<file path="config.mk">
export PLATFORM = sky130hd
export DESIGN_NAME = enigma_frame_sequencer_flat
export DESIGN_NICKNAME = d
export VERILOG_FILES = /design/src/rtl/enigma_pkg.sv /design/src/rtl/enigma_frame_sequencer_if.sv /design/src/rtl/enigma_frame_buf.sv /design/src/rtl/enigma_frame_sequencer.sv /design/src/flat_wrapper.sv
export SDC_FILE = /design/constraint.sdc
export NUM_CORES = 1
export LEC_CHECK = 0
export BUFFER_PORTS_ARGS = -buffer_cell sky130_fd_sc_hd__buf_2
export CAP_MARGIN = 30
export CORE_ASPECT_RATIO = 0.7
export CORE_MARGIN = 4
export CORE_UTILIZATION = 47
export DETAILED_ROUTE_END_ITERATION = 10
export GPL_ROUTABILITY_DRIVEN = 1
export SLEW_MARGIN = 40
export SYNTH_ARGS = -nofsm -noshare
export SYNTH_HDL_FRONTEND = slang
export SYNTH_SLANG_ARGS = --single-unit
</file>
<file path="constraint.sdc">
create_clock -name clk -period 7 [get_ports clk]
set_clock_uncertainty 0.05 [all_clocks]
set_input_delay 0.7 -clock clk [delete_from_list [all_inputs] [get_ports clk]]
set_output_delay 0.7 -clock clk [all_outputs]
set_load 0.005 [all_outputs]
</file>
<file path="src/rtl/enigma_pkg.sv">
// Shared types and constants for the ENIGMA front-end blocks.
package enigma_pkg;

    localparam int ROTOR_LEN = 128;
    localparam int SYM_W     = 6;

    typedef enum logic [2:0] {
        IDLE,
        LOAD,
        ROTOR,
        GAP,
        CODE,
        DRAIN
    } seq_state_t;

    typedef logic [SYM_W-1:0] sym_t;

    // Bits needed to hold values 0..n-1, never less than one.
    function automatic int cnt_w(input int n);
        return (n <= 2) ? 1 : $clog2(n);
    endfunction

endpackage

</file>
<file path="src/rtl/enigma_frame_sequencer_if.sv">
// Upstream symbol stream plus the core-facing replay bus of the frame sequencer.
interface enigma_frame_sequencer_if;
    import enigma_pkg::*;

    // upstream valid/ready symbol stream
    logic s_valid;
    logic s_ready;
    sym_t s_data;
    logic s_mode;
    logic s_last;

    // replay towards the ENIGMA core
    logic enc_in_valid;
    logic enc_in_valid_2;
    logic enc_crypt_mode;
    sym_t enc_code_in;
    logic enc_out_valid;

    // status
    logic busy;
    logic err_short;
    logic err_long;

    modport slave (
        input  s_valid, s_data, s_mode, s_last, enc_out_valid,
        output s_ready, enc_in_valid, enc_in_valid_2, enc_crypt_mode, enc_code_in,
        output busy, err_short, err_long
    );

    modport master (
        output s_valid, s_data, s_mode, s_last, enc_out_valid,
        input  s_ready, enc_in_valid, enc_in_valid_2, enc_crypt_mode, enc_code_in,
        input  busy, err_short, err_long
    );

endinterface

</file>
<file path="src/rtl/enigma_frame_buf.sv">
// Frame store: one write port, one combinational read port, contents not reset.
module enigma_frame_buf
    import enigma_pkg::*;
#(
    parameter int DEPTH = ROTOR_LEN + 64,
    parameter int AW    = cnt_w(DEPTH)
) (
    input  logic          clk,
    input  logic          we,
    input  logic [AW-1:0] waddr,
    input  sym_t          wdata,
    input  logic [AW-1:0] raddr,
    output sym_t          rdata
);

    sym_t mem [DEPTH];

    // write port; a dropped frame simply gets overwritten by the next one
    always_ff @(posedge clk) begin
        if (we) mem[waddr] <= wdata;
    end

    assign rdata = mem[raddr];

endmodule

</file>
<file path="src/rtl/enigma_frame_sequencer.sv">
// Buffers one upstream frame, then replays it to the ENIGMA core as a stall-free
// rotor burst, a fixed gap and a code burst, and waits for every core output.
module enigma_frame_sequencer
    import enigma_pkg::*;
#(
    parameter int MAX_CODE   = 64,
    parameter int GAP_CYCLES = 1
) (
    input  logic                      clk,
    input  logic                      rst,
    enigma_frame_sequencer_if.slave   bus
);

    localparam int DEPTH = ROTOR_LEN + MAX_CODE;
    localparam int AW    = cnt_w(DEPTH);
    localparam int LW    = cnt_w(MAX_CODE + 1);
    localparam int GW    = cnt_w(GAP_CYCLES);

    localparam logic [AW-1:0] ROT_BASE = AW'(ROTOR_LEN);
    localparam logic [AW-1:0] ROT_END  = AW'(ROTOR_LEN - 1);
    localparam logic [AW-1:0] IDX_MAX  = AW'(ROTOR_LEN - 1 + MAX_CODE);
    localparam logic [GW-1:0] GAP_END  = GW'(GAP_CYCLES - 1);

    seq_state_t      state;
    logic [AW-1:0]   wr_cnt;
    logic [AW-1:0]   rd_cnt;
    logic [LW-1:0]   out_cnt;
    logic [LW-1:0]   code_len;
    logic [GW-1:0]   gap_cnt;
    logic            mode_q;
    logic            busy_q;
    logic            err_short_q;
    logic            err_long_q;
    logic            enc_in_valid_q;
    logic            enc_in_valid_2_q;
    logic            enc_crypt_mode_q;
    sym_t            enc_code_in_q;

    logic            s_ready;
    logic            xfer;
    logic [AW-1:0]   wr_addr;
    logic [AW-1:0]   rd_addr;
    sym_t            rd_data;

    // ready only while collecting a frame, and held low while reset is asserted
    assign s_ready = ~rst & ((state == IDLE) | (state == LOAD));
    assign xfer    = bus.s_valid & s_ready;

    // first symbol of a frame always lands at 0; wr_cnt points at the next slot
    assign wr_addr = (state == IDLE) ? '0 : wr_cnt;

    // code words live right after the rotor symbols
    assign rd_addr = (state == CODE) ? ROT_BASE + rd_cnt : rd_cnt;

    enigma_frame_buf #(
        .DEPTH (DEPTH),
        .AW    (AW)
    ) u_buf (
        .clk   (clk),
        .we    (xfer),
        .waddr (wr_addr),
        .wdata (bus.s_data),
        .raddr (rd_addr),
        .rdata (rd_data)
    );

    // frame sequencing FSM; all core-facing outputs are registered here
    always_ff @(posedge clk or posedge rst) begin
        if (rst) begin
            state            <= IDLE;
            wr_cnt           <= '0;
            rd_cnt           <= '0;
            out_cnt          <= '0;
            code_len         <= '0;
            gap_cnt          <= '0;
            mode_q           <= 1'b0;
            busy_q           <= 1'b0;
            err_short_q      <= 1'b0;
            err_long_q       <= 1'b0;
            enc_in_valid_q   <= 1'b0;
            enc_in_valid_2_q <= 1'b0;
            enc_crypt_mode_q <= 1'b0;
            enc_code_in_q    <= '0;
        end else begin
            err_short_q      <= 1'b0;
            err_long_q       <= 1'b0;
            enc_in_valid_q   <= 1'b0;
            enc_in_valid_2_q <= 1'b0;
            enc_crypt_mode_q <= 1'b0;
            enc_code_in_q    <= '0;
            case (state)
                IDLE: begin
                    if (xfer) begin
                        mode_q <= bus.s_mode;
                        if (bus.s_last) begin
                            // a one-symbol frame can never hold the rotors
                            err_short_q <= 1'b1;
                        end else begin
                            wr_cnt <= AW'(1);
                            busy_q <= 1'b1;
                            state  <= LOAD;
                        end
                    end
                end
                LOAD: begin
                    if (xfer) begin
                        if (bus.s_last && (wr_cnt < ROT_BASE)) begin
                            err_short_q <= 1'b1;
                            busy_q      <= 1'b0;
                            wr_cnt      <= '0;
                            state       <= IDLE;
                        end else if (bus.s_last || (wr_cnt == IDX_MAX)) begin
                            // a full buffer without s_last is closed as if s_last had come
                            err_long_q <= ~bus.s_last;
                            code_len   <= LW'(wr_cnt - ROT_END);
                            wr_cnt     <= '0;
                            rd_cnt     <= '0;
                            state      <= ROTOR;
                        end else begin
                            wr_cnt <= wr_cnt + AW'(1);
                        end
                    end
                end
                ROTOR: begin
                    enc_in_valid_q   <= 1'b1;
                    enc_code_in_q    <= rd_data;
                    enc_crypt_mode_q <= (rd_cnt == '0) & mode_q;
                    if (rd_cnt == ROT_END) begin
                        rd_cnt  <= '0;
                        gap_cnt <= '0;
                        state   <= GAP;
                    end else begin
                        rd_cnt <= rd_cnt + AW'(1);
                    end
                end
                GAP: begin
                    if (gap_cnt == GAP_END) state <= CODE;
                    else                    gap_cnt <= gap_cnt + GW'(1);
                end
                CODE: begin
                    enc_in_valid_2_q <= 1'b1;
                    enc_code_in_q    <= rd_data;
                    if (LW'(rd_cnt + AW'(1)) == code_len) begin
                        rd_cnt  <= '0;
                        out_cnt <= '0;
                        state   <= DRAIN;
                    end else begin
                        rd_cnt <= rd_cnt + AW'(1);
                    end
                end
                DRAIN: begin
                    // core outputs arriving in any other state are not counted
                    if (bus.enc_out_valid) begin
                        if (LW'(out_cnt + LW'(1)) == code_len) begin
                            out_cnt <= '0;
                            busy_q  <= 1'b0;
                            state   <= IDLE;
                        end else begin
                            out_cnt <= out_cnt + LW'(1);
                        end
                    end
                end
                default: state <= IDLE;
            endcase
        end
    end

    assign bus.s_ready        = s_ready;
    assign bus.enc_in_valid   = enc_in_valid_q;
    assign bus.enc_in_valid_2 = enc_in_valid_2_q;
    assign bus.enc_crypt_mode = enc_crypt_mode_q;
    assign bus.enc_code_in    = enc_code_in_q;
    assign bus.busy           = busy_q;
    assign bus.err_short      = err_short_q;
    assign bus.err_long       = err_long_q;

endmodule
</file>
<file path="src/flat_wrapper.sv">
// flat-port wrapper written by rule: the top's interface ports become plain ports
module enigma_frame_sequencer_flat import enigma_pkg::*;
#(
    parameter int MAX_CODE   = 64,
    parameter int GAP_CYCLES = 1
)
  (clk, rst, bus_s_valid, bus_s_data, bus_s_mode, bus_s_last, bus_enc_out_valid, bus_s_ready, bus_enc_in_valid, bus_enc_in_valid_2, bus_enc_crypt_mode, bus_enc_code_in, bus_busy, bus_err_short, bus_err_long);
  enigma_frame_sequencer_if bus_i ();
  input  logic clk;
  input  logic rst;
  input wire logic [$bits(bus_i.s_valid)-1:0] bus_s_valid;
  input wire logic [$bits(bus_i.s_data)-1:0] bus_s_data;
  input wire logic [$bits(bus_i.s_mode)-1:0] bus_s_mode;
  input wire logic [$bits(bus_i.s_last)-1:0] bus_s_last;
  input wire logic [$bits(bus_i.enc_out_valid)-1:0] bus_enc_out_valid;
  output wire logic [$bits(bus_i.s_ready)-1:0] bus_s_ready;
  output wire logic [$bits(bus_i.enc_in_valid)-1:0] bus_enc_in_valid;
  output wire logic [$bits(bus_i.enc_in_valid_2)-1:0] bus_enc_in_valid_2;
  output wire logic [$bits(bus_i.enc_crypt_mode)-1:0] bus_enc_crypt_mode;
  output wire logic [$bits(bus_i.enc_code_in)-1:0] bus_enc_code_in;
  output wire logic [$bits(bus_i.busy)-1:0] bus_busy;
  output wire logic [$bits(bus_i.err_short)-1:0] bus_err_short;
  output wire logic [$bits(bus_i.err_long)-1:0] bus_err_long;
  assign bus_i.s_valid = bus_s_valid;
  assign bus_i.s_data = bus_s_data;
  assign bus_i.s_mode = bus_s_mode;
  assign bus_i.s_last = bus_s_last;
  assign bus_i.enc_out_valid = bus_enc_out_valid;
  assign bus_s_ready = bus_i.s_ready;
  assign bus_enc_in_valid = bus_i.enc_in_valid;
  assign bus_enc_in_valid_2 = bus_i.enc_in_valid_2;
  assign bus_enc_crypt_mode = bus_i.enc_crypt_mode;
  assign bus_enc_code_in = bus_i.enc_code_in;
  assign bus_busy = bus_i.busy;
  assign bus_err_short = bus_i.err_short;
  assign bus_err_long = bus_i.err_long;
  enigma_frame_sequencer #(.MAX_CODE(MAX_CODE), .GAP_CYCLES(GAP_CYCLES)) u_core (.clk(clk), .rst(rst), .bus(bus_i));
endmodule
</file>
# Word level (Yosys, flattened, before mapping)
# Memories as Yosys holds them, arrays and structs flattened.
# Cells that the tools add are included.
dict set report classes {
  n_mux 54
  eq_ne 21
  order_cmp 1
  add_sub_neg 6
  n_bitwise 7
  reduce_logical 18
}
# op n
set ops {}
lappend ops {{2-to-1 mux 8 bit} 12}
lappend ops {{2-to-1 mux 3 bit} 10}
lappend ops {{case mux 8 bit (3 select lines)} 1}
lappend ops {{2-to-1 mux 1 bit} 21}
lappend ops {{2-to-1 mux 7 bit} 3}
lappend ops {{!= test 2 bit (second input constant)} 9}
lappend ops {{case mux 3 bit (6 select lines)} 1}
lappend ops {{adder 8 x 1 -> 8 bit (second input constant)} 2}
lappend ops {{case mux 8 bit (2 select lines)} 1}
lappend ops {{== test 7 bit} 2}
lappend ops {{case mux 7 bit (2 select lines)} 1}
lappend ops {{AND reduction 4 bit} 3}
lappend ops {{AND reduction 9 bit} 1}
lappend ops {{adder 8 bit (first input constant)} 1}
lappend ops {{== test 8 x 7 -> 1 bit (second input constant)} 1}
lappend ops {{== test 8 bit (second input constant)} 1}
lappend ops {{zero test 8 bit} 1}
lappend ops {{less-than comparator 8 bit (second input constant)} 1}
lappend ops {{adder 7 x 1 -> 7 bit (second input constant)} 1}
lappend ops {{AND reduction 7 bit} 1}
lappend ops {{subtractor 7 bit (second input constant)} 1}
lappend ops {{== test 3 x 2 -> 1 bit (second input constant)} 2}
lappend ops {{== test 3 bit (second input constant)} 2}
lappend ops {{2-to-1 mux 6 bit} 1}
lappend ops {{17 further kinds} 27}
dict set report word_totals {
  out_inout_bits 13
  wordCells 122
  regBits 47
  ramBits 1152
  mem_count 1
}
# name depth word_bits rd rd_ports_with_merged_regs write_ports line
set mem_list {}
lappend mem_list {u_core.u_buf.mem 192 6 1 0 1 enigma_frame_buf.sv:16} ;# sym_t mem [DEPTH];

# Logic depth before layout (Yosys ltp)
dict set report logic_depth {
  depth_word 6
  mapped_depth 12
  mapped_depth_nobuf 8
}

# By module
# A second synthesis with hierarchy kept.
dict set report hier_totals {
  hier_cells 2464
  hier_area_um2 47799.6
}
# mod seq_area_each_um2 cells_per_inst area_each_um2 instances
set by_module_without_submodules {}
lappend by_module_without_submodules {enigma_frame_buf 34593.2 2183 45098.3 1}
lappend by_module_without_submodules {enigma_frame_sequencer 1151.1 281 2701.3 1}

# Worst setup path after synthesis
# No wires, ideal clock.
dict set report synth_timing {
  path_type {input-to-reg}
  startpoint {input rst}
  endpoint {memory u_core.u_buf.mem[151][0] (netlist name), enable pin}
  path_buffers 1
  required_ps 6600
  path_slack_ps 4256
  path_stages 6
  setup_ps 350
  arrival_ps 2344
  cell_sequence {nor4b_2 > nand2b_1 > nor3b_1 > nand3_1 > clkbuf_1 > nor2_1}
}
dict set report synth_between {
  elab_chain_cells 5
}
# item line
set synth_rtl {}
lappend synth_rtl {{start, declared} flat_wrapper.sv:10} ;# input logic rst;
lappend synth_rtl {{NOT 1 bit} enigma_frame_sequencer.sv:46} ;# assign s_ready = ~rst & ((state == IDLE) | (state == LOAD));
lappend synth_rtl {{AND 1 bit} enigma_frame_sequencer.sv:46}
lappend synth_rtl {{AND 1 bit} enigma_frame_sequencer.sv:47} ;# assign xfer = bus.s_valid & s_ready;
lappend synth_rtl {{2-to-1 mux 1 bit} enigma_frame_buf.sv:20} ;# if (we) mem[waddr] <= wdata;
lappend synth_rtl {{2-to-1 mux 1 bit (not written as such)} enigma_frame_buf.sv:20}
lappend synth_rtl {{end, declared} enigma_frame_buf.sv:16}
# Every way passes these cells.

# Worst setup path in the final report
dict set report layout_timing {
  startpoint {register u_core.state[2]}
  endpoint {memory u_core.u_buf.mem[166][5] (netlist name), enable pin}
}
dict set report layout_between {
  elab_chain_cells 6
  elab_cells_between_ends 8
  cone_classes {eq/ne: 1; mux: 3; bitwise: 3; reduce/logical: 1}
}
# item line
set layout_rtl {}
lappend layout_rtl {{start, declared} enigma_frame_sequencer.sv:24} ;# seq_state_t state;
lappend layout_rtl {{start signal, assigned} enigma_frame_sequencer.sv:70} ;# state <= IDLE;
lappend layout_rtl {{start signal, assigned} enigma_frame_sequencer.sv:101} ;# state <= LOAD;
lappend layout_rtl {{start signal, assigned} enigma_frame_sequencer.sv:111} ;# state <= IDLE;
lappend layout_rtl {{== test 3 x 1 -> 1 bit or zero test 3 bit (tied branches)} {enigma_frame_sequencer.sv:46, enigma_frame_sequencer.sv:50}}
lappend layout_rtl {{bitwise OR 1 bit} enigma_frame_sequencer.sv:46}
lappend layout_rtl {{AND 1 bit} enigma_frame_sequencer.sv:46}
lappend layout_rtl {{AND 1 bit} enigma_frame_sequencer.sv:47}
lappend layout_rtl {{2-to-1 mux 1 bit} enigma_frame_buf.sv:20}
lappend layout_rtl {{2-to-1 mux 1 bit (not written as such)} enigma_frame_buf.sv:20}
# Parallel ways exist; a longest one is shown, timed or not.

==> out/results.ini <==
[power_and_ir_drop]
switching_power_mw = 5.76
p_int_mw = 13.3
switching_share_pct = 30.2
total_power_mw = 19.1
clockPowerShare_pct = 31.4
pwr-share-comb_pct = 25.5
p_leak_nw = 16.4
powerDensity_mw_per_mm2 = 362
irDropWorstVdd_mv = 0.292
seqPwrFrac_pct = 43.0

[die]
die_w_microns = 388
rows = 97
core-area_sq_mm = 0.100
dieHeight_microns = 274
start_util_pct = 47.5
ios = 25
dieArea_sq_mm = 0.106

[yosys]
ys_types = 68
syn-cell-area_sq_mm = 0.0475
synthCells = 2446
seq_area_frac_synth_pct = 75.2
ys_ff_latch = 1198
synth_top_cells_by_area = edfxtp_1 (73%), mux4_2 (13%), dfrtp_1 (2.4%)
yosys_warnings = 0
synthArstFlopShare_pct = 3.84
synth_fp_nets = 2462
ys.flop_type = edfxtp_1
synth_edf_count = 1152
yosys.area.top_type = edfxtp_1
synth_top_area_share_pct = 72.8
syn_avg_cell_area_sq_um = 19.4

[timing]
finalHoldViolCount = 0
period_share_pct = 61.6
tns_ns = 0
slew_headroom_pct = 37.7
min_period_ns = 4.32
worst_slew_pin_slew_ns = 0.931
slew_violations = 0
rsz0062_at_grt = false
fmax_mhz = 232
finalSetupViolCount = 0

[global_routing]
first_global_vias = 24600
grt_max_degree = 117
grt_pass1_wl_microns = 182000
overflow = 0
grt_use_total_pct = 23.8
antenna_found_initial = 4

[setup_path]
critPathMaxFanout = 11
crit_chain = nor4b_2 -> nand2b_1 -> nor3b_1 -> nand2_1 -> buf_4 -> nor2_1
worst_path_max_delay_cell = nor4b_2
path_depth = 6
path_delay_family = simple AND/OR/NAND/NOR gates
cp.arrival_ns = 4.60
reg2reg_depth = 6
worstSetupStartpointType = flip-flop
end_kind = flip-flop
criticalPathCategory = reg2reg
required_ns = 7.29
cp_num_buf_inv = 1
slowest_delay_ns = 0.72

[clocking]
cts-resized-gates = 0
clock-sinks = 1198
cts_root_buffer = clkbuf_16
clkTransAtPathRegs_ns = 0.07
htreeDepth = 3
cts_setup_buffers = 0
insertion_delay_ns = 0.71
clk_path_buf_depth = 3
cts_tree = built
cts_buffers = 108
cts_hold_buf = 0

[worst_hold_path]
hold_path_class = in2async

[finish]
layout-drive-gt1-share_pct = 21.2
layout_commonest_cell = edfxtp_1
n_antenna_cell = 0
regArea_sq_mm = 0.0358
final_cell_mix = edfxtp_1 (1152), mux4_2 (275), nor2_1 (231), clkbuf_16 (109), nand2_1 (85)
syn2layout_area_growth_pct = 11.0
multi_input_area_sq_mm = 0.0111
fin_nets = 2499
nFillCells = 7787

[routing]
wirelength_microns = 126000
drc_errors = 0
detail_route.wl_per_cell_microns = 32.2
dr_total_vias = 24900
vias_per_cell = 6.36
first_pass_iters = 5
antenna_left = 0
drtIter0Drc = 3202

[placed_design]
gp_congestion = 0.870
dp_hpwl_microns = 78200
io_buffers = 24

[run]
drv_cap = 0

[status]
outcome = finished clean

==> layer usage <==
layer,track usage (%),up-vias,wire [microns]
met3,6.73,215,13100
met5,0,-,13
met4,6.47,2,3680
li1,-,10100,-
met2,33.5,1385,54200
met1,36.6,13200,55000
==> area by class of cell <==
| class | count | share of cell area (%) |
|---|---|---|
| multi-input cells | 1087 | 21.0 |
| inverters | 14 | 0.109 |
| repair buffers | 74 | 1.23 |
| clock inverters | 71 | 1.33 |
| flip-flops and latches | 1198 | 67.8 |
| clock buffers | 132 | 5.41 |
| well taps | 1336 | 3.17 |
==> synth_stat cells, types with 8 or more instances <==
cell      count
o211ai_1     12
edfxtp_1   1152
o21ai_0      36
nor2b_1      14
a21oi_1      38
a31oi_1      11
nand3_1      45
a22oi_1      65
nand2b_1     16
xor2_1        8
dfrtp_1      46
and2_1        9
nor3_1       16
mux4_2      275
nor2_1      234
inv_1        10
o21ai_1      14
buf_4        24
nand2_1      94
mux2i_1      76
buf_2        56
clkbuf_1     52
buf_6        11
xnor2_1      13
==> state kept, by name, indices dropped and copies added, names as in the netlist, 3 cells and up <==
name / flops
u_core.rd_cnt: 8
u_core.out_cnt: 7
u_core.code_len: 7
u_core.wr_cnt: 8
u_core.bus.enc_code_in: 6
u_core.state: 3
u_core.u_buf.mem: 1152
==> per-stage QoR <==
stage          hold WS (ns)  utilization, %  instance area (sq um)  std cells  setup slack [ns]
2_1_floorplan         0.418               -                  47500       2446              4.26
3_3_place_gp          0.428            49.0                  49100       3707              2.85
3_5_place_dp          0.454            49.1                  49100       3709              2.62
4_1_cts              0.0421            52.6                  52700       3912              2.85
5_1_grt              0.0742            52.7                  52700       3912              2.51
6_report             0.0409            52.7                  52700       3912              2.68
==> power by group through the flow <==
stage / Clock [mW] / Sequential [mW] / Combinational, mW
3_5_place_dp: 0 / 8.36 / 4.84
3_3_place_gp: 0 / 8.36 / 4.81
6_report: 6.00 / 8.22 / 4.87
2_1_floorplan: 0 / 8.14 / 3.38
4_1_cts: 6.07 / 8.21 / 4.85
5_1_grt: 6.40 / 8.23 / 5.14
==> worst reg2reg max path: cells and delay by family (launching register included) <==
kind | cells | cell delay, ns
flops | 1 | 0.53
buf+inv | 1 | 0.43
simple gates | 5 | 2.93
==> worst paths after layout <==
path / startpoint / to / slack (ns)
worst max-delay path: u_core.state[2]$_DFFE_PP0P_ / u_core.u_buf.mem[166][5]$_DFFE_PP_ / 2.68
worst min-delay path: rst / u_core.bus.enc_crypt_mode$_DFF_PP0_ / 0.04
worst max register to register: u_core.state[2]$_DFFE_PP0P_ / u_core.u_buf.mem[166][5]$_DFFE_PP_ / 2.68
worst min register to register: u_core.out_cnt[6]$_DFFE_PP0P_ / u_core.out_cnt[6]$_DFFE_PP0P_ / 0.46
max in group asynchronous: rst / u_core.rd_cnt[2]$_DFFE_PP0P_ / 6.34
min in group clk: bus_s_mode / u_core.mode_q$_DFFE_PP0P_ / 0.20
==> logic make-up (layout without fill, tap and decap cells) <==
family | after synthesis | after routing | synth area share (%)
xor+xnor | 21 | 21 | 0.387
simple gates | 461 | 461 | 4.24
mux | 355 | 355 | 14.7
fa+ha+maj | 4 | 4 | 0.105
flops | 1198 | 1198 | 75.2
buf+inv | 161 | 291 | 1.78
compound gates | 246 | 246 | 3.55
Note: power is estimated with default switching activity, not from simulation.
